**src/rtl/cpu_pkg.sv**
```systemverilog
// Shared opcode, state and IR-field definitions for the Phase-1 control path.
// Pure constants; no logic, no latency, no flow control.
// Imported by the sequencer and the opcode decoder.
package cpu_pkg;

    localparam logic [4:0] OP_ADD  = 5'b00000;
    localparam logic [4:0] OP_SUB  = 5'b00001;
    localparam logic [4:0] OP_AND  = 5'b00010;
    localparam logic [4:0] OP_OR   = 5'b00011;
    localparam logic [4:0] OP_SHR  = 5'b00100;
    localparam logic [4:0] OP_SHRA = 5'b00101;
    localparam logic [4:0] OP_SHL  = 5'b00110;
    localparam logic [4:0] OP_ROR  = 5'b00111;
    localparam logic [4:0] OP_ROL  = 5'b01000;

    localparam logic [2:0] ST_IDLE = 3'd0;
    localparam logic [2:0] ST_T0   = 3'd1;
    localparam logic [2:0] ST_T1   = 3'd2;
    localparam logic [2:0] ST_T2   = 3'd3;
    localparam logic [2:0] ST_T3   = 3'd4;
    localparam logic [2:0] ST_T4   = 3'd5;
    localparam logic [2:0] ST_T5   = 3'd6;
    localparam logic [2:0] ST_HALT = 3'd7;

    localparam int IR_OP_MSB = 31;
    localparam int IR_OP_LSB = 27;
    localparam int IR_RA_MSB = 26;
    localparam int IR_RA_LSB = 23;
    localparam int IR_RB_MSB = 22;
    localparam int IR_RB_LSB = 19;
    localparam int IR_RC_MSB = 18;
    localparam int IR_RC_LSB = 15;

    // ALU select bit order, MSB first: ADD SUB AND OR SHR SHRA SHL ROR ROL
    localparam int ALU_SEL_W = 9;

endpackage

```
**src/rtl/alu_op_decode.sv**
```systemverilog
// Opcode to one-hot ALU select plus legal flag.
// Latency: purely combinational.
// Backpressure: none.
module alu_op_decode
    import cpu_pkg::*;
(
    input  logic [4:0]           opcode,
    output logic [ALU_SEL_W-1:0] alu_sel,
    output logic                 legal
);

    always_comb begin
        alu_sel = '0;
        legal   = 1'b1;
        case (opcode)
            OP_ADD:  alu_sel = 9'b1_0000_0000;
            OP_SUB:  alu_sel = 9'b0_1000_0000;
            OP_AND:  alu_sel = 9'b0_0100_0000;
            OP_OR:   alu_sel = 9'b0_0010_0000;
            OP_SHR:  alu_sel = 9'b0_0001_0000;
            OP_SHRA: alu_sel = 9'b0_0000_1000;
            OP_SHL:  alu_sel = 9'b0_0000_0100;
            OP_ROR:  alu_sel = 9'b0_0000_0010;
            OP_ROL:  alu_sel = 9'b0_0000_0001;
            default: legal   = 1'b0;
        endcase
    end

endmodule

```
**src/rtl/alu_control_sequencer.sv**
```systemverilog
// Hardwired T0-T5 sequencer for three-register ALU instructions on the Phase-1 datapath.
// Latency: run high in IDLE gives T0 strobes next cycle; six cycles per instruction.
// Backpressure: none; run is sampled only in IDLE and T5, HALT waits for clear.
module alu_control_sequencer
    import cpu_pkg::*;
#(
    parameter int NREGS = 16,
    parameter int CNT_W = 16
) (
    input  logic             clock,
    input  logic             clear,
    input  logic             run,
    input  logic [31:0]      IR,
    output logic             PCout,
    output logic             MARin,
    output logic             IncPC,
    output logic             PCin,
    output logic             Read,
    output logic             MDRin,
    output logic             MDRout,
    output logic             IRin,
    output logic             Yin,
    output logic             Zin,
    output logic             Zlowout,
    output logic             ADD,
    output logic             SUB,
    output logic             AND,
    output logic             OR,
    output logic             SHR,
    output logic             SHRA,
    output logic             SHL,
    output logic             ROR,
    output logic             ROL,
    output logic [NREGS-1:0] Rin,
    output logic [NREGS-1:0] Rout,
    output logic             busy,
    output logic             illegal,
    output logic [CNT_W-1:0] instr_count
);

    logic [2:0]           state;
    logic [2:0]           state_nxt;
    logic [ALU_SEL_W-1:0] alu_sel;
    logic                 op_legal;
    logic [3:0]           ra_idx;
    logic [3:0]           rb_idx;
    logic [3:0]           rc_idx;
    logic                 unused_ir;

    assign ra_idx    = IR[IR_RA_MSB:IR_RA_LSB];
    assign rb_idx    = IR[IR_RB_MSB:IR_RB_LSB];
    assign rc_idx    = IR[IR_RC_MSB:IR_RC_LSB];
    assign unused_ir = ^IR[IR_RC_LSB-1:0];

    alu_op_decode u_alu_op_decode (
        .opcode  (IR[IR_OP_MSB:IR_OP_LSB]),
        .alu_sel (alu_sel),
        .legal   (op_legal)
    );

    always_comb begin
        state_nxt = state;
        case (state)
            ST_IDLE: if (run) state_nxt = ST_T0;
            ST_T0:   state_nxt = ST_T1;
            ST_T1:   state_nxt = ST_T2;
            ST_T2:   state_nxt = ST_T3;
            ST_T3:   state_nxt = op_legal ? ST_T4 : ST_HALT;
            ST_T4:   state_nxt = ST_T5;
            ST_T5:   state_nxt = run ? ST_T0 : ST_IDLE;
            default: state_nxt = ST_HALT;
        endcase
    end

    always_ff @(posedge clock) begin
        if (clear) begin
            state       <= ST_IDLE;
            instr_count <= '0;
        end else begin
            state <= state_nxt;
            if (state == ST_T5)
                instr_count <= instr_count + CNT_W'(1);
        end
    end

    // IR fields are only looked at in T3-T5, once the fetched word has landed in IR
    always_comb begin
        {PCout, MARin, IncPC, PCin, Read, MDRin, MDRout, IRin, Yin, Zin, Zlowout} = '0;
        {ADD, SUB, AND, OR, SHR, SHRA, SHL, ROR, ROL} = '0;
        Rin  = '0;
        Rout = '0;
        case (state)
            ST_T0: {PCout, MARin, IncPC, Zin} = 4'b1111;
            ST_T1: {Zlowout, PCin, Read, MDRin} = 4'b1111;
            ST_T2: {MDRout, IRin} = 2'b11;
            ST_T3: begin
                Rout[rb_idx] = 1'b1;
                Yin          = 1'b1;
            end
            ST_T4: begin
                Rout[rc_idx] = 1'b1;
                Zin          = 1'b1;
                {ADD, SUB, AND, OR, SHR, SHRA, SHL, ROR, ROL} = alu_sel;
            end
            ST_T5: begin
                Zlowout      = 1'b1;
                Rin[ra_idx]  = 1'b1;
            end
            default: ;
        endcase
    end

    assign busy    = (state >= ST_T0) && (state <= ST_T5);
    assign illegal = (state == ST_HALT);

endmodule

```
**config.mk**
```make
export PLATFORM = sky130hd
export DESIGN_NAME = alu_control_sequencer
export DESIGN_NICKNAME = d
export VERILOG_FILES = /design/src/rtl/cpu_pkg.sv /design/src/rtl/alu_op_decode.sv /design/src/rtl/alu_control_sequencer.sv
export SDC_FILE = /design/constraint.sdc
export NUM_CORES = 1
export LEC_CHECK = 0
export CORE_MARGIN = 8
export CORE_UTILIZATION = 34
export DETAILED_ROUTE_END_ITERATION = 8
export PLACE_DENSITY = 0.86
export SYNTH_ARGS = -nofsm -noshare
export SYNTH_HDL_FRONTEND = slang
export SYNTH_SLANG_ARGS = --single-unit
```
**constraint.sdc**
```tcl
create_clock -name clock -period 2.1 [get_ports clock]
set_input_delay 0.315 -clock clock [delete_from_list [all_inputs] [get_ports clock]]
set_output_delay 0.315 -clock clock [all_outputs]
set_load 0.03 [all_outputs]
```
======== After elaboration in Yosys (flattened, before gate mapping) ========
Index checks and enable logic that the tools add are counted.
word-level totals
  bits in registers ....................... 19
  input bits .............................. 35
  output and inout bits ................... 70
  logic and storage cells ................. 65
cells by class
  add/subtract/negate cells ............... 1
  order comparisons ....................... 8
  equal/unequal tests ..................... 16
  muxes and demuxes ....................... 29
  reduce and logical (&&, ||, !) cells .... 9
operators with widths
  cell                                                                    count
  9-bit case mux with 9 select lines                                      1
  16-bit case mux with 2 select lines                                     1
  3-bit case mux with 7 select lines                                      1
  5-bit by 3-bit equality test with 1-bit output (second input constant)  4
  1-bit two-way mux                                                       20
  16-bit by 1-bit adder with 16-bit output (second input constant)        1
  16-bit two-way mux                                                      1
  4-bit by 5-bit < comparator with 1-bit output (second input constant)   3
  1-bit demux with 4-bit select                                           3
  3-bit equality test (second input constant)                             4
  4-bit by 1-bit >= comparator with 1-bit output (second input constant)  3
  5-bit by 2-bit equality test with 1-bit output (second input constant)  2
  9-bit OR reduction                                                      1
  3-bit by 2-bit equality test with 1-bit output (second input constant)  2
  5-bit by 1-bit equality test with 1-bit output (second input constant)  1
  5-bit by 4-bit equality test with 1-bit output (second input constant)  1
  5-bit logical NOT                                                       1
  1-bit logical AND                                                       4
  2-bit OR reduction                                                      2
  3-bit by 1-bit equality test with 1-bit output (second input constant)  1
  3-bit by 1-bit >= comparator with 1-bit output (second input constant)  1
  3-bit <= comparator (second input constant)                             1
  3-bit logical NOT                                                       1
  3-bit two-way mux                                                       1
  other kinds (2)                                                         2

======== Logic depth before layout (Yosys ltp) ========
  word-level depth ........................ 5
  depth in mapped cells ................... 6
  gate-level depth less buffers ........... 5

======== Cells and area by module ========
A second synthesis with hierarchy kept.
unflattened totals
  cells, all modules ...................... 203
  area, all modules ....................... 1450.1 µm²
modules (own cells, without submodules)
  module                 instances  cells an instance  area an instance (µm²)  seq. area each (µm²)
  alu_control_sequencer  1          186                1332.5                  380.4
  alu_op_decode          1          17                 117.6                   0.0

======== Least setup slack after synthesis ========
Ideal clock, no wire load.
  path kind ............................... reg-to-output
  start point ............................. reg state[1]
  end point ............................... out Rout[11]
  arrival time ............................ 2608 ps
  data required time ...................... 1785 ps
  path slack .............................. -823 ps
  stages on the path, launching flop included .. 5
  buffers on the path ..................... 1
  path through ............................ dfxtp_1 -> clkbuf_1 -> nor3b_1 -> nand3_1 -> o32ai_1
between the ends
  longest elaborated chain between the ends .. 2
  elaborated cells between the ends (all ways) .. 3
  classes of those cells .................. eq/ne: 2; mux: 1
ends and longest elaborated chain
  what                                   line                         text
  start, declared                        alu_control_sequencer.sv:41  logic [2:0] state;
  start signal, assigned                 alu_control_sequencer.sv:80  state <= state_nxt;
  3-bit equality test                    alu_control_sequencer.sv:92  case (state)
  16-bit case mux with 2 select lines *  alu_control_sequencer.sv:92
  end, declared                          alu_control_sequencer.sv:35  output logic [NREGS-1:0] Rout,
Every way passes the cells marked *; elsewhere a longest branch is shown, timed or not.

======== Worst setup path after layout ========
  start point ............................. reg state[0]
  end point ............................... out Rin[4]
between the ends
  longest elaborated chain between the ends .. 2
ends and longest elaborated chain
  what                 line                         text
  3-bit equality test  alu_control_sequencer.sv:92
  16-bit two-way mux   alu_control_sequencer.sv:92
  end, declared        alu_control_sequencer.sv:34  output logic [NREGS-1:0] Rin,
No other way between the ends.

==> key figures <==
Power and ir drop
  • P per Cell Area: 380 nW/um2
  • Comb pwr share: 0.280
  • LEAKAGE: 1.03 nW
  • Sw frac: 0.318
  • Clk pwr share: 0.292
  • Total power: 0.000893 W
  • Net Switching: 0.000284 W
  • Internal power: 0.000609 W
  • Worst IR Drop VDD: between 0.3 and 0.4 mV
  • Reg power frac: 0.428

Clock network
  • Skew-Pair Late Insertion Delay: 0.26 ns
  • Clk root buf: clkbuf_8
  • Hold-fix buffers, CTS: 0
  • Total CTS buffers: 3
  • CTS tree: built
  • Clock transition at path regs: 0.07 ns
  • Clock Path Buffers: 2
  • Clk sinks: 19
  • H-Tree Depth: 1

Setup path
  • Startpoint Class: flip-flop
  • Req. time, crit path: 1.78 ns
  • Crit path max fanout: 12
  • Crit-path cells: and3b_1 > or3b_2 > nor2_1 > buf_4
  • Critical path data arrival time: 1.71 ns
  • CP Class: flip-flop to output pin
  • CP max stage delay: between 0.5 and 0.6 ns
  • Worst setup EP type: output pin
  • Cell with the largest stage delay on the worst path: or3b_2

Timing
  • Max-slew violations: 0
  • Max transition margin: 0.697
  • Worst-Margin Slew: 0.454 ns
  • Max Clk Rate: 0.494 GHz
  • Setup violators final: 0
  • RSZ-0062 raised after global routing: true
  • Final hold violation count: 0
  • Period utilization: 0.964
  • Final min period: 2.02 ns
  • Max Clock Skew: 0.00224 ns

Detailed routing
  • DRT antenna net count: 0
  • Final WL: 4870 um
  • First drt pass iteration count: 4
  • Via count: 1770
  • DR WL/cell: between 10 and 15 um
  • Drc violations: 0
  • Vias per cell: 5.27
  • DR iter-0 viols: 43

Synth
  • Syn Area/Cell: ~7.1 um2
  • Synth async-reset ratio: 0
  • Yosys warns: 0
  • Area of the mapped netlist: between 1000 and 1500 um2
  • Seq cells post-synth: 19
  • Post-synth EDFFs: 0
  • Main synth FF type: dfxtp_1
  • Syn Nets: 232
  • Sequential share of the synthesized area: 0.274
  • Gate Count Post-Synth: 196
  • Synth cell types: 36

Die
  • CORE AREA: 3970 um2
  • Rows: 23
  • Io pins: 105
  • Full die area: 6390 um2
  • Die height: roughly 80 um
  • Initial core utilization: 0.350
  • DIE WIDTH: 79.9 um

Global routing
  • Number of global-route vias before repair: 1682
  • Total gr overflow: 0
  • Initial antenna violation count: 0
  • GRT met1 Usage: 0.163
  • GRT Resource Usage Total: 0.145
  • Pin count of the biggest net entering global routing: 15
  • Routing usage on met2: 0.255
  • Top Usage Layer GRT: met2
  • Met3 usage: 0.0450
  • First-pass GRT wire length: 7780 um

Placement
  • Port bufs: 89
  • Routability congestion estimate: 0.845
  • Placed instance area: approximately 2300 um2
  • Post-DP HPWL: 3840 um

Status
  • Outcome: completed

Cells and area
  • Ratio of cells with drive above 1 in the final layout: 0.262
  • Area occupied by multi-input gates: around 970 um2
  • Fill count: 360
  • Register area: just under 400 um2
  • # diodes: 0
  • Layout net count: 323
  • P&R area growth vs syn: 69.2%
  • Post-route cell area: approximately 2400 um2

Worst hold path
  • Hold WC Path Type: flip-flop to flip-flop

Run
  • MaxCap Viol Count: 0
[cell families (layout without fill, tap and decap cells)]
logic type	count (synthesis)	count (layout)	synth area share
flip-flops	19	19	0.274
XOR/XNOR	7	7	0.0441
buffers and inverters	19	109	0.0657
adder cells (fa/ha/maj)	1	1	0.00900
multiplexers	5	5	0.0387
AND/OR/NAND/NOR	113	113	0.428
AO/OA/AOI/OAI	32	32	0.141
[per-stage QoR]
stage	utilization	TNS (ns)	worst slack, ns	hold WS (ns)	instances
finish	0.592	0	0.0758	0.509	336
global route	0.592	-0.0273	-0.0273	0.541	336
CTS	0.581	0	0.00377	0.511	334
detailed placement	0.570	0	0.0539	0.500	330
global placement	0.570	0	0.0654	0.487	330
floorplan	-	-0.000301	-0.000301	0.503	196
[routing by layer]
metal  wire length [um]  vias to the layer above  share of wire
met5                  0                        -              0
met3                481                       10          0.099
met1               2110                      806           0.43
met4                 58                        0          0.012
met2               2230                       82           0.46
li1                   -                      872              -
[worst max-delay path, delay by kind of cell (launching register included)]
kind                   cells  cell delay (ns)
and+or+nand+nor            3             0.88
DFF                        1             0.39
buffers and inverters      1             0.17
[placed cells by master, fill, tap and decap left out, types with 2 or more instances in the layout]
| cell type | Yosys | final |
|---|---|---|
| nand3_1 | 13 | 12 |
| inv_1 | 7 | 7 |
| or2_2 | 2 | 2 |
| xor2_1 | 3 | 3 |
| buf_4 | 5 | 51 |
| and3_1 | 2 | 2 |
| nand4_1 | 5 | 5 |
| clkdlybuf4s50_1 | 0 | 38 |
| or3_1 | 4 | 4 |
| a21oi_1 | 8 | 8 |
| dlygate4sd2_1 | 0 | 4 |
| clkbuf_8 | 0 | 3 |
| o22ai_1 | 13 | 13 |
| xnor2_1 | 4 | 4 |
| o32ai_2 | 0 | 3 |
| nand3b_1 | 5 | 5 |
| nor2_1 | 38 | 37 |
| mux2i_1 | 2 | 2 |
| nand2b_1 | 11 | 11 |
| dfxtp_4 | 0 | 2 |
| nor2b_1 | 4 | 4 |
| nand2_1 | 9 | 9 |
| mux2_2 | 3 | 3 |
| o21ai_0 | 5 | 5 |
| nor3_1 | 11 | 10 |
| dfxtp_1 | 19 | 16 |
| dlymetal6s2s_1 | 0 | 4 |
[layout make-up]
| cell class | instances | share of cell area |
|---|---|---|
| clock buffers | 3 | 0.0176 |
| clock inverters | 1 | 0.00213 |
| inverters | 7 | 0.0112 |
| multi-input cells | 158 | 0.412 |
| flip-flops and latches | 19 | 0.165 |
| well taps | 50 | 0.0266 |
| repair buffers | 98 | 0.365 |
[repair_timing]
action	4_1_cts	5_1_grt
gates resized for setup	7	10
buffers inserted	0	2
pin swaps	0	3
setup endpoints to repair	30	26
cloned	0	0
[state kept, by name, summed over array words and instances, names as in the netlist, named ones only]
name,cells
instr_count,16
state,2
[cell usage after synthesis (2+ instances only)]
cell,instances,area (um2)
o32ai_1,3,26.3
or3_1,4,25.0
xor2_1,3,26.3
a21oi_1,8,40.0
o21ai_0,5,25.0
nand3b_1,5,37.5
nand4_1,5,31.3
clkbuf_1,6,22.5
dfxtp_1,19,380
nand2_1,9,33.8
and3_1,2,12.5
buf_4,5,37.5
nor3_1,11,55.1
mux2i_1,2,20.0
nand3_1,13,65.1
inv_1,7,26.3
nand2b_1,11,68.8
or4_1,2,15.0
or2_2,2,12.5
mux2_2,3,33.8
nor2_1,38,143
nor2b_1,4,25.0
o22ai_1,13,81.3
xnor2_1,4,35.0
[power groups by stage]
stage / combinational, W / sequential, W / clock, W
after detailed placement: 0.000246 / 0.000392 / 0
final: 0.000250 / 0.000382 / 0.000261
after global routing: 0.000270 / 0.000384 / 0.000276
after floorplan: 0.000146 / 0.000379 / 0
after CTS: 0.000240 / 0.000385 / 0.000260
after global placement: 0.000242 / 0.000392 / 0
[worst paths after layout]
kind / from / end / slack, ns / cells after the start
max: state[0]$_SDFFE_PP0P_ / Rin[4] / 0.08 / 4
min: instr_count[14]$_SDFFE_PP0P_ / instr_count[14]$_SDFFE_PP0P_ / 0.51 / 2
max reg2reg: instr_count[0]$_SDFFE_PP0P_ / instr_count[12]$_SDFFE_PP0P_ / 0.21 / 5
min reg2reg: instr_count[14]$_SDFFE_PP0P_ / instr_count[14]$_SDFFE_PP0P_ / 0.51 / 2
(Power assumes the default switching activity.)
